### config.mk
export PLATFORM = sky130hd
export DESIGN_NAME = sa_tx_dispatch
export DESIGN_NICKNAME = d
export VERILOG_FILES = /design/src/rtl/sa_tx_pkg.sv /design/src/rtl/sa_tx_order_fifo.sv /design/src/rtl/sa_tx_dispatch.sv
export SDC_FILE = /design/constraint.sdc
export NUM_CORES = 1
export LEC_CHECK = 0
export CAP_MARGIN = 0
export CORE_AREA = 5 5 205 207
export CTS_CLUSTER_DIAMETER = 40
export CTS_CLUSTER_SIZE = 30
export DETAILED_ROUTE_END_ITERATION = 10
export DIE_AREA = 0 0 210 212
export PLACE_DENSITY_LB_ADDON = 0.08
export SYNTH_ARGS = -nofsm -noshare
export SYNTH_HDL_FRONTEND = slang
export SYNTH_SLANG_ARGS = --single-unit
### constraint.sdc
create_clock -name clk -period 3 [get_ports clk]
set_input_delay 0.6 -clock clk [delete_from_list [all_inputs] [get_ports clk]]
set_output_delay 0.6 -clock clk [all_outputs]
set_load 0.03 [all_outputs]
### src/rtl/sa_tx_pkg.sv
// sa_tx_pkg: shared constants, types and the slot allocation rule for the
// store-side transmit queue and its dispatcher.
//   SA_TX_N / SA_TX_W / SA_TX_IDX_W : slot count, entry width, slot index width
//   sa_tx_entry_t, sa_tx_idx_t      : entry payload and slot index types
//   sa_tx_state_e                   : dispatcher FSM states
//   sa_tx_lowest_free()             : lowest-free-slot encoder; the queue owner
//                                     calls the same function so both sides
//                                     always agree on which slot a write takes.
package sa_tx_pkg;

  localparam int SA_TX_N     = 8;
  localparam int SA_TX_W     = 57;
  localparam int SA_TX_IDX_W = $clog2(SA_TX_N);

  typedef logic [SA_TX_W-1:0]     sa_tx_entry_t;
  typedef logic [SA_TX_IDX_W-1:0] sa_tx_idx_t;

  typedef enum logic {
    IDLE = 1'b0,
    SEND = 1'b1
  } sa_tx_state_e;

  // Lowest index whose used bit is clear. Scanning downwards and overwriting
  // leaves the lowest hit. Result is 0 when every slot is used; callers gate
  // the allocation with !full, so that value is never acted on.
  function automatic sa_tx_idx_t sa_tx_lowest_free(input logic [SA_TX_N-1:0] used);
    sa_tx_idx_t idx;
    idx = '0;
    for (int i = SA_TX_N - 1; i >= 0; i--) begin
      if (!used[i]) idx = sa_tx_idx_t'(i);
    end
    return idx;
  endfunction

endpackage

### src/rtl/sa_tx_order_fifo.sv
// sa_tx_order_fifo: DEPTH-deep FIFO of slot indices recording allocation
// order. Pointers carry one extra wrap bit so full and empty are distinct.
//   clk, rst      : clock, async active-high reset
//   push/push_idx : append a slot index
//   pop           : drop the head entry
//   empty         : no entries held
//   head          : oldest index (meaningful only while !empty)
// The owner guarantees no push while full and no pop while empty.
module sa_tx_order_fifo #(
  parameter int DEPTH = 8,
  parameter int IW    = 3
) (
  input  logic          clk,
  input  logic          rst,
  input  logic          push,
  input  logic [IW-1:0] push_idx,
  input  logic          pop,
  output logic          empty,
  output logic [IW-1:0] head
);

  localparam int AW = $clog2(DEPTH);
  localparam logic [AW:0] PTR_ONE = {{AW{1'b0}}, 1'b1};

  logic [IW-1:0] mem [DEPTH];
  logic [AW:0]   wr_ptr, rd_ptr;

  assign empty = (wr_ptr == rd_ptr);
  assign head  = mem[rd_ptr[AW-1:0]];

  always_ff @(posedge clk or posedge rst) begin
    if (rst) begin
      wr_ptr <= '0;
      rd_ptr <= '0;
    end else begin
      if (push) wr_ptr <= wr_ptr + PTR_ONE;
      if (pop)  rd_ptr <= rd_ptr + PTR_ONE;
    end
  end

  // Storage needs no reset: a slot is only read after it has been written.
  always_ff @(posedge clk) begin
    if (push) mem[wr_ptr[AW-1:0]] <= push_idx;
  end

endmodule

### src/rtl/sa_tx_dispatch.sv
// sa_tx_dispatch: drains the store-side transmit queue oldest-first.
// Mirrors the queue's slot occupancy by snooping its write strobe, records
// the allocation order, streams entries onto a valid/ready port and returns
// a one-hot clear to the queue as each entry is accepted.
//   clk, rst          : clock, async active-high reset
//   we                : queue write strobe (snooped)
//   q_dat             : all queue slots in parallel
//   cr                : one-hot slot clear, high during the accepting cycle
//   full              : every slot occupied (combinational)
//   ovf               : sticky, a write was seen while full
//   tx_valid/tx_ready : transmit handshake
//   tx_data, tx_slot  : entry on the port and the slot it came from
// N must equal SA_TX_N so the shared encoder sees the same slot count.
module sa_tx_dispatch
  import sa_tx_pkg::*;
#(
  parameter int N  = SA_TX_N,
  parameter int W  = SA_TX_W,
  localparam int IW = $clog2(N)
) (
  input  logic                clk,
  input  logic                rst,
  input  logic                we,
  input  logic [N-1:0][W-1:0] q_dat,
  output logic [N-1:0]        cr,
  output logic                full,
  output logic                ovf,
  output logic                tx_valid,
  input  logic                tx_ready,
  output logic [W-1:0]        tx_data,
  output logic [IW-1:0]       tx_slot
);

  logic [N-1:0]  used;
  logic [N-1:0]  alloc_oh;
  logic          alloc;
  logic [IW-1:0] alloc_idx;
  logic          hs;
  logic          fifo_empty;
  logic [IW-1:0] fifo_head;
  logic          pop;

  sa_tx_state_e  state_q, state_d;

  // ---------------- occupancy mirror ----------------
  assign full      = &used;
  assign alloc     = we && !full;
  assign alloc_idx = sa_tx_lowest_free(used);
  assign alloc_oh  = alloc ? (N'(1) << alloc_idx) : '0;

  assign tx_valid  = (state_q == SEND);
  assign hs        = tx_valid && tx_ready;
  assign cr        = hs ? (N'(1) << tx_slot) : '0;

  // Allocation is chosen from the pre-edge mirror, and the slot being
  // released is still marked used there, so set and clear never collide.
  always_ff @(posedge clk or posedge rst) begin
    if (rst) used <= '0;
    else     used <= (used | alloc_oh) & ~cr;
  end

  always_ff @(posedge clk or posedge rst) begin
    if (rst)            ovf <= 1'b0;
    else if (we && full) ovf <= 1'b1;
  end

  // ---------------- allocation order ----------------
  // Holds allocated-but-not-loaded slots only, so it is bounded by N and
  // cannot overflow while pushes are gated by !full.
  sa_tx_order_fifo #(
    .DEPTH (N),
    .IW    (IW)
  ) u_order (
    .clk      (clk),
    .rst      (rst),
    .push     (alloc),
    .push_idx (alloc_idx),
    .pop      (pop),
    .empty    (fifo_empty),
    .head     (fifo_head)
  );

  // ---------------- transmit FSM ----------------
  always_ff @(posedge clk or posedge rst) begin
    if (rst) state_q <= IDLE;
    else     state_q <= state_d;
  end

  always_comb begin
    state_d = state_q;
    pop     = 1'b0;
    unique case (state_q)
      IDLE: begin
        if (!fifo_empty) begin
          pop     = 1'b1;
          state_d = SEND;
        end
      end
      SEND: begin
        // Back-to-back: reload on the accepting edge when more is queued.
        if (hs) begin
          if (!fifo_empty) pop     = 1'b1;
          else             state_d = IDLE;
        end
      end
      default: state_d = IDLE;
    endcase
  end

  // The head slot was written by the queue at least one edge earlier, so
  // q_dat already holds its payload when it is loaded here.
  always_ff @(posedge clk or posedge rst) begin
    if (rst) begin
      tx_data <= '0;
      tx_slot <= '0;
    end else if (pop) begin
      tx_data <= q_dat[fifo_head];
      tx_slot <= fifo_head;
    end
  end

endmodule

== After elaboration in Yosys (flattened, before gate mapping) ==
Memory sizes are Yosys's and may differ from the RTL's.
Index checks and enable logic that the tools add are counted.

* Register bits: 78
* Memory bits (writable): 24
* Output and inout port bits: 71
* Word-level logic and storage cells: 42
* Memories kept: 1

{| class="wikitable"
|+ Memory list
! name !! words !! bits a word !! rd ports !! clocked after Yosys merged registers in !! wr ports !! line !! RTL
|-
| u_order.mem || 8 || 3 || 1 || 0 || 1 || sa_tx_order_fifo.sv:25 || <nowiki>logic [IW-1:0] mem [DEPTH];</nowiki>
|}

* $add $sub $neg: 2
* Magnitude comparators: 1
* Eq/ne operators: 1
* Shifts and indexed selects: 2
* Multiplexer cells: 19
* Bitwise gates (word level): 4
* Reduce and logical (&&, ||, !) cells: 5

{| class="wikitable"
|+ Operators with widths
! kind !! count
|-
| 57-bit binary-select mux with 3-bit select || 1
|-
| 57-bit two-way mux || 1
|-
| 3-bit two-way mux || 8
|-
| 8-bit two-way mux || 2
|-
| 1-bit by 3-bit << shifter with 8-bit output, first input constant || 2
|-
| 4-bit by 1-bit adder with 4-bit output, second input constant || 2
|-
| 8-bit bitwise AND || 1
|-
| 8-bit inverter || 1
|-
| 8-bit bitwise OR || 1
|-
| 8-bit AND reduction || 1
|-
| 1-bit two-way mux || 5
|-
| 4-bit == test || 1
|-
| 3-bit by 4-bit less-than comparator with 1-bit output, second input constant || 1
|-
| 1-bit case mux with 2 select lines || 2
|-
| 1-bit logical AND || 3
|-
| 1-bit logical NOT || 1
|-
| 1-bit inverter || 1
|}

== Longest topological paths before layout ==
Gate-level depths: netlist (run 1).

* Depth in word-level cells: 12
* Mapped depth: 10

== Hierarchy ==
Synthesis (run 1) repeated with hierarchy kept, for this count alone.

* Cell total of the unflattened synthesis: 790
* Area, all modules: 7836.3 um^2

{| class="wikitable"
|+ By module, submodules not included
! module !! times used !! cells an instance !! area an instance (um^2) !! sequential area each (um^2)
|-
| sa_tx_dispatch || 1 || 711 || 6473.7 || 1751.7
|-
| sa_tx_order_fifo || 1 || 79 || 1362.6 || 920.9
|}

== Worst setup path before layout (run 1) ==
Ideal clock, no wire load.

* Path type: flip-flop to output port
* From: register tx_slot[2]
* To: output port cr[1]
* Arrival time: 1.582 ns
* Data required time: 2.400 ns
* Path slack: 0.818 ns
* Stages on the path, launching flop included: 3
* Path through: dfrtp_1 -> nand3b_1 -> nor3b_1

* Word-level cells in the longest chain between the ends: 2

{| class="wikitable"
|+ RTL lines
! element !! line !! RTL
|-
| start, declared || sa_tx_dispatch.sv:31 || <nowiki>output logic [IW-1:0] tx_slot</nowiki>
|-
| start signal, assigned || sa_tx_dispatch.sv:118 || <nowiki>tx_slot <= fifo_head;</nowiki>
|-
| 1-bit by 3-bit << shifter with 8-bit output || sa_tx_dispatch.sv:53 || <nowiki>assign cr = hs ? (N'(1) << tx_slot) : '0;</nowiki>
|-
| 8-bit two-way mux || sa_tx_dispatch.sv:53 ||
|-
| end, declared || sa_tx_dispatch.sv:25 || <nowiki>output logic [N-1:0] cr,</nowiki>
|}

No other way between the ends.

== Final worst setup path (run 1) ==
* From: input port tx_ready
* To: output port cr[1]

* Word-level cells in the longest chain between the ends: 2

{| class="wikitable"
|+ RTL lines
! element !! line !! RTL
|-
| start, declared || sa_tx_dispatch.sv:29 || <nowiki>input logic tx_ready,</nowiki>
|-
| 1-bit logical AND || sa_tx_dispatch.sv:52 || <nowiki>assign hs = tx_valid && tx_ready;</nowiki>
|-
| 8-bit two-way mux || sa_tx_dispatch.sv:53 ||
|}

No other way between the ends.

==> results by group, run 1 <==
Route
  • First DRT Iteration DRCs: 381
  • Total wire length after detailed routing: 43.63 mm
  • Post-route ant nets: 0
  • Wire per inst: 23.66 um
  • DRC viols: 0
  • Total number of vias: 8507
  • Pre-antenna DRT Iters: 5
  • Via density: roughly 4.6

Min path
  • Hold Path Sink: ovf$_DFFE_PP0P_
  • Hold path depth: 1
  • Worst Hold Class: reg2reg
  • Worst Min Path Start: ovf$_DFFE_PP0P_

Floorplan
  • Io pins: 531
  • Starting Density: roughly 18%
  • Die width: 210 um
  • Die Y: about 210 um
  • Die area: 44520 um2
  • Rows: 74
  • CORE AREA: 40180 um2

Worst setup path
  • Origin of the critical flop-to-flop path: u_order.rd_ptr[1]$_DFFE_PP0P_
  • CP arrival: around 2300 ps
  • Critical setup path kind: in2out
  • WP data required: 2400 ps
  • Worst-case reg-to-reg path depth: 7
  • R2r setup slk: 290 ps
  • Setup crit end kind: primary output
  • FF-to-FF End: tx_data[23]$_DFFE_PP0P_
  • CP Launch Type: input port
  • Max FO, Critical Path: 5

Placed design
  • Port bufs: 530
  • Placement Cell Area: 13370 um2
  • Placed wire-length estimate: 34.33 mm
  • Dpl ws: 146.8 ps
  • Routability Congestion: 0.8739
  • Dpl cells: 1819

Global route
  • First-pass GRT wire length: 62.11 mm
  • Number of global-route vias before repair: 8913
  • Aggregate global-route resource usage: 18.66%
  • Grt ovf: 0
  • Initial antenna violation count: 12
  • Largest net degree at the start of global routing: 53

Pwr
  • VDD IR max: 602.3 uV
  • Leakage power: 5.506 nW
  • Tot Pwr: ~15 mW
  • Power Dens Cells: 1126 nW/um2

STA
  • Final period utilization: 95.89%
  • Post-route minimum period: 2877 ps
  • Setup TNS: 0 ps
  • Setup violators final: 0
  • Max Slew Vio Count: 0
  • FMAX: approximately 0.35 GHz
  • Hold WS: between 400 and 500 ps
  • Worst-Margin Slew: 757.6 ps
  • RSZ-0062 raised after global routing: no
  • Clock Skew: around 14 ps
  • Fin worst setup slack: 123.3 ps
  • Max transition margin: around half
  • Final Hold Viols: 0

Clock tree
  • TritonCTS Buffers: 9
  • Worst-path clk slew: 80 ps
  • CTS max path bufs: 2
  • Hold buffer count at cts: 0
  • # Post-CTS Setup Buffers: 0
  • H-tree depth: 3
  • Root buffer cell: clkbuf_16
  • Clock latency on the worst-skew pair: 360 ps
  • CTS tree: done
  • Clock Sinks: 102
  • # resized after CTS: 0

Cells and area
  • Core Util, Final: 34.08%
  • Area delta synth->final: 85.04%
  • Commonest cells after routing, fill and taps aside: clkdlybuf4s50_1, nand2_1, mux2i_1
  • Final cell count without fillers: 1844
  • Share of cells above drive strength 1: a little under 5%
  • Final instance area: about 14000 um2
  • Most common cell after layout, fill and taps aside: clkdlybuf4s50_1
  • Total Nets Final: 1760

Synthesis
  • Post-synth top area share: between 20% and 30%
  • Syn_area_per_cell: 9.240 um2
  • Seq/Total Area, Yosys: 36.11%
  • Cell count after synthesis: 801
  • Post-synth ARST share: 76.47%
  • Post-synth top area cell: dfrtp_1
  • Net Count, Synth: 1263
  • Seq cells post-synth: 102
  • Post-synth EDFFs: 24
  • Syn Std Cell Area: about 7400 um2
  • Post-synth cell types: 40
  • Top post-synthesis cells by area: dfrtp_1, mux2i_1, edfxtp_1
  • Dominant synthesized flop cell: dfrtp_1
  • Synth Warn #: 0

Status
  • Outcome: completed

Job
  • Maxcap violations: 0
## cell type report
class,instances,area [um2]
Clock buffer,9,225.2
Fill cell,4146,26490
Tap cell,532,665.6
Sequential cell,102,2673
Timing Repair Buffer,564,5736
Clock inverter,7,75.07
Inverter,5,21.27
Multi-Input combinational cell,616,4277
Antenna cell,9,22.52
## cells by family (layout without fill, tap and decap cells)
kind of cell               after synthesis  after routing  share of synthesized area (%)
AOI/OAI and AO/OA                      247            247                          24.70
and+or+nand+nor                        224            224                          12.43
muxes                                  133            133                          18.68
DFF                                    102            102                          36.11
buffers and inverters                   83            585                          6.560
xor gates and xnor gates                10             10                          1.183
adders and majority gates                2              2                         0.3381
other                                    0              9                              0
## worst max-delay path, cell delays in order
cell	delay [ps]
clkdlybuf4s50_1	500
nand3b_1	170
nor3b_1	280
clkdlybuf4s50_1	720
## synthesized netlist by cell type, drive strengths merged, types with 4 or more instances
cell type    n
nand2      174
mux2i      128
dfrtp       78
a21oi       62
a221o       57
o22ai       57
a32oi       47
buf         44
clkbuf      34
edfxtp      24
nor2        19
a22oi       12
nand2b       7
nor3         6
inv          5
xnor2        5
xor2         5
mux4         4
nand3        4
nor2b        4
## state kept, by name, summed over array words and instances, names as in the netlist
name / flops
ovf: 1
tx_slot: 3
u_order.mem: 24
u_order.wr_ptr: 4
tx_valid: 1
tx_data: 57
u_order.rd_ptr: 4
used: 8
## how the worst max path moves through the flow
stage / from / endpoint / cells past startpoint
2_1_floorplan: rst / ovf$_DFFE_PP0P_ / 1
3_3_place_gp: tx_ready / cr[1] / 4
3_5_place_dp: tx_ready / cr[1] / 4
4_1_cts: tx_ready / cr[1] / 4
5_1_grt: tx_ready / cr[5] / 4
6_report: tx_ready / cr[1] / 4
## routing by layer
layer  track usage, %  vias up  part of all wire, %
met2            32.56      320                   50
met1            22.66     4073                   41
met5                0        -                 0.19
met4            4.185       10                  1.8
met3            5.873       35                  7.5
li1                 -     4069                    -
## power by group
| group | leakage [nW] | total (mW) | switching [mW] | internal [mW] |
|---|---|---|---|---|
| clock network | 0.150 | 1.25 | 0.655 | 0.597 |
| registers | 1.16 | 2.63 | 0.470 | 2.16 |
| logic | 4.20 | 11.5 | 6.54 | 5.01 |
| total | 5.51 | 15.4 | 7.66 | 7.77 |
Power figures use the tool's default switching activity.
==> run 2, diff against run 1 <==
PLACE_DENSITY = 0.5   (was default)
PLACE_DENSITY_LB_ADDON = default   (was 0.08)
SETUP_SLACK_MARGIN = 0.2   (was default)
==> results by group, run 2 (same netlist as run 1, synthesis figures left out) <==
Status
  • Outcome: completed

Worst setup path
  • Setup crit end kind: primary output
  • Max FO, Critical Path: 4 (-1)
  • Setup crit start: tx_ready
  • CP arrival: 2130 ps (-150 ps)
  • CP Launch Type: input port
  • WP data required: 2400 ps (about the same)
  • FF-to-FF End: tx_data[25]$_DFFE_PP0P_
  • Origin of the critical flop-to-flop path: u_order.rd_ptr[2]$_DFFE_PP0P_
  • R2r setup slk: 370 ps (+80 ps)
  • Worst-case reg-to-reg path depth: 7 (unchanged)
  • Critical setup path kind: in2out
  • Crit path to: cr[7]

Floorplan
  • Starting Density: 18.42% (unchanged)
  • Rows: 74 (unchanged)
  • CORE AREA: 40180 um2 (unchanged)
  • Io pins: 531 (unchanged)
  • Die Y: 212 um (unchanged)
  • Die area: 44520 um2 (unchanged)
  • Die width: 210 um (unchanged)

Clock tree
  • Worst-path clk slew: 80 ps (about the same)
  • CTS max path bufs: 2 (unchanged)
  • CTS tree: done
  • Hold buffer count at cts: 0 (unchanged)
  • Root buffer cell: clkbuf_16
  • # Post-CTS Setup Buffers: 0 (unchanged)
  • H-tree depth: 3 (unchanged)
  • TritonCTS Buffers: 9 (unchanged)
  • Clock Sinks: 102 (unchanged)
  • Clock latency on the worst-skew pair: 360 ps (about the same)

Placed design
  • Dpl cells: 1826 (+0.38%)
  • Placed wire-length estimate: 31.86 mm (-7.2%)
  • Dpl ws: 109.0 ps (-37.80 ps)
  • Routability Congestion: 0.8813 (+0.85%)
  • Port bufs: 530 (unchanged)

Route
  • DRC viols: 0 (unchanged)
  • Wire per inst: 22.39 um (-5.4%)
  • First DRT Iteration DRCs: 419 (+10%)
  • Via density: 4.670 (+1.2%)
  • Pre-antenna DRT Iters: 5 (unchanged)
  • Post-route ant nets: 0 (unchanged)
  • Total number of vias: 8611 (+1.2%)
  • Total wire length after detailed routing: 41.29 mm (-5.4%)

STA
  • Max transition margin: 57.14% (+7.8 points)
  • Post-route minimum period: 2728 ps (-148.7 ps)
  • Clock Skew: 13.72 ps (-0.4304 ps)
  • Setup violators final: 0 (unchanged)
  • Worst-Margin Slew: 638.0 ps (-119.6 ps)
  • FMAX: 0.3666 GHz (+5.4%)
  • Max Slew Vio Count: 0 (unchanged)
  • RSZ-0062 raised after global routing: no
  • Fin worst setup slack: 271.9 ps (+148.7 ps)
  • Final period utilization: 90.94% (-5.0 points)
  • Setup TNS: 0 ps (unchanged)
  • Final Hold Viols: 0 (unchanged)

Cells and area
  • Total Nets Final: 1768 (+0.45%)
  • Area delta synth->final: 85.44%
  • Share of cells above drive strength 1: 5.645% (+0.73 points)
  • Number of flip-flops in the largest register: 57 (unchanged)
  • Core Util, Final: 34.15% (+0.075 points)
  • Most common cell after layout, fill and taps aside: clkdlybuf4s50_1
  • Final cell count without fillers: 1844 (unchanged)
  • Most flops, register: tx_data
  • Commonest cells after routing, fill and taps aside: clkdlybuf4s50_1, nand2_1, mux2i_1

Pwr
  • Switch share: 49.34% (-0.32 points)
  • NetSw: 7.634 mW (-0.33%)
  • Internal: 7.839 mW (+0.94%)
  • Comb pwr share: 74.7% (about the same)
  • Clock share of power: 8.1% (about the same)
  • Power share of the sequential group: 17.1% (about the same)
  • Power Dens Cells: 1127 nW/um2 (about the same)
  • VDD IR max: 561.1 uV (-6.8%)
  • Leakage power: 5.573 nW (+1.2%)

Global route
  • First-pass GRT wire length: 57.75 mm (-7.0%)
  • Initial antenna violation count: 0 (-12)
  • Largest net degree at the start of global routing: 64 (+21%)
  • Number of global-route vias before repair: 9038 (+1.4%)
  • Grt ovf: 0 (unchanged)
  • Aggregate global-route resource usage: 17.02% (-1.6 points)

Job
  • Maxcap violations: 0 (unchanged)

Min path
  • Worst Hold Class: reg2reg
[run 2: critical path, stage by stage]
cell	delay [ps]
clkdlybuf4s50_1	510
nand3_1	150
nor2_1	180
clkdlybuf4s50_1	690
[run 2: worst min path at each step]
stage / endpoint / from / slack (ps) / cells past startpoint
5_1_grt: ovf$_DFFE_PP0P_ / ovf$_DFFE_PP0P_ / 490 / 1
3_3_place_gp: ovf$_DFFE_PP0P_ / ovf$_DFFE_PP0P_ / 440 / 1
4_1_cts: ovf$_DFFE_PP0P_ / ovf$_DFFE_PP0P_ / 470 / 1
3_5_place_dp: ovf$_DFFE_PP0P_ / ovf$_DFFE_PP0P_ / 450 / 1
2_1_floorplan: u_order.wr_ptr[3]$_DFFE_PP0P_ / u_order.wr_ptr[3]$_DFFE_PP0P_ / 460 / 1
6_report: ovf$_DFFE_PP0P_ / ovf$_DFFE_PP0P_ / 460 / 1
[run 2: metal layers]
metal,up-vias,part of all wire [%],global-route usage [%]
met4,0,2.4,5.356
met5,-,0,0
li1,4088,-,-
met1,4079,41,20.59
met2,406,49,29.39
met3,38,7.6,4.855
[run 2: repair_timing]
item | 4_1_cts | 5_1_grt
endpoints found under the setup margin | 6 | 5
cloned | 0 | 1
pin swaps | 0 | 1
gates resized for setup | 6 | 2
[run 2: cell type report]
type	instances	area, um2
multi-input cells	617	4287
fillers	4184	26460
well taps	532	665.6
flip-flops and latches	102	2674
repair buffers	571	5772
diodes	1	2.502
inverters	5	21.27
clock buffers	9	225.2
clock inverters	7	77.57
[run 2: metrics by stage]
stage	hold WS [ps]	power (mW)	instance area, um2
final	464.1	15.47	13720
after global routing	486.0	16.56	13720
after CTS	467.5	15.63	13710
after detailed placement	448.1	14.31	13410
after global placement	442.2	14.24	13410
after floorplan	460.4	10.16	7401
[run 2: power groups by stage]
stage	Sequential, mW	Clock [mW]	Combinational (mW)
floorplan	3.30	0	6.85
global placement	2.67	0	11.6
detailed placement	2.66	0	11.7
CTS	2.65	1.33	11.6
global route	2.74	1.38	12.4
finish	2.65	1.26	11.6
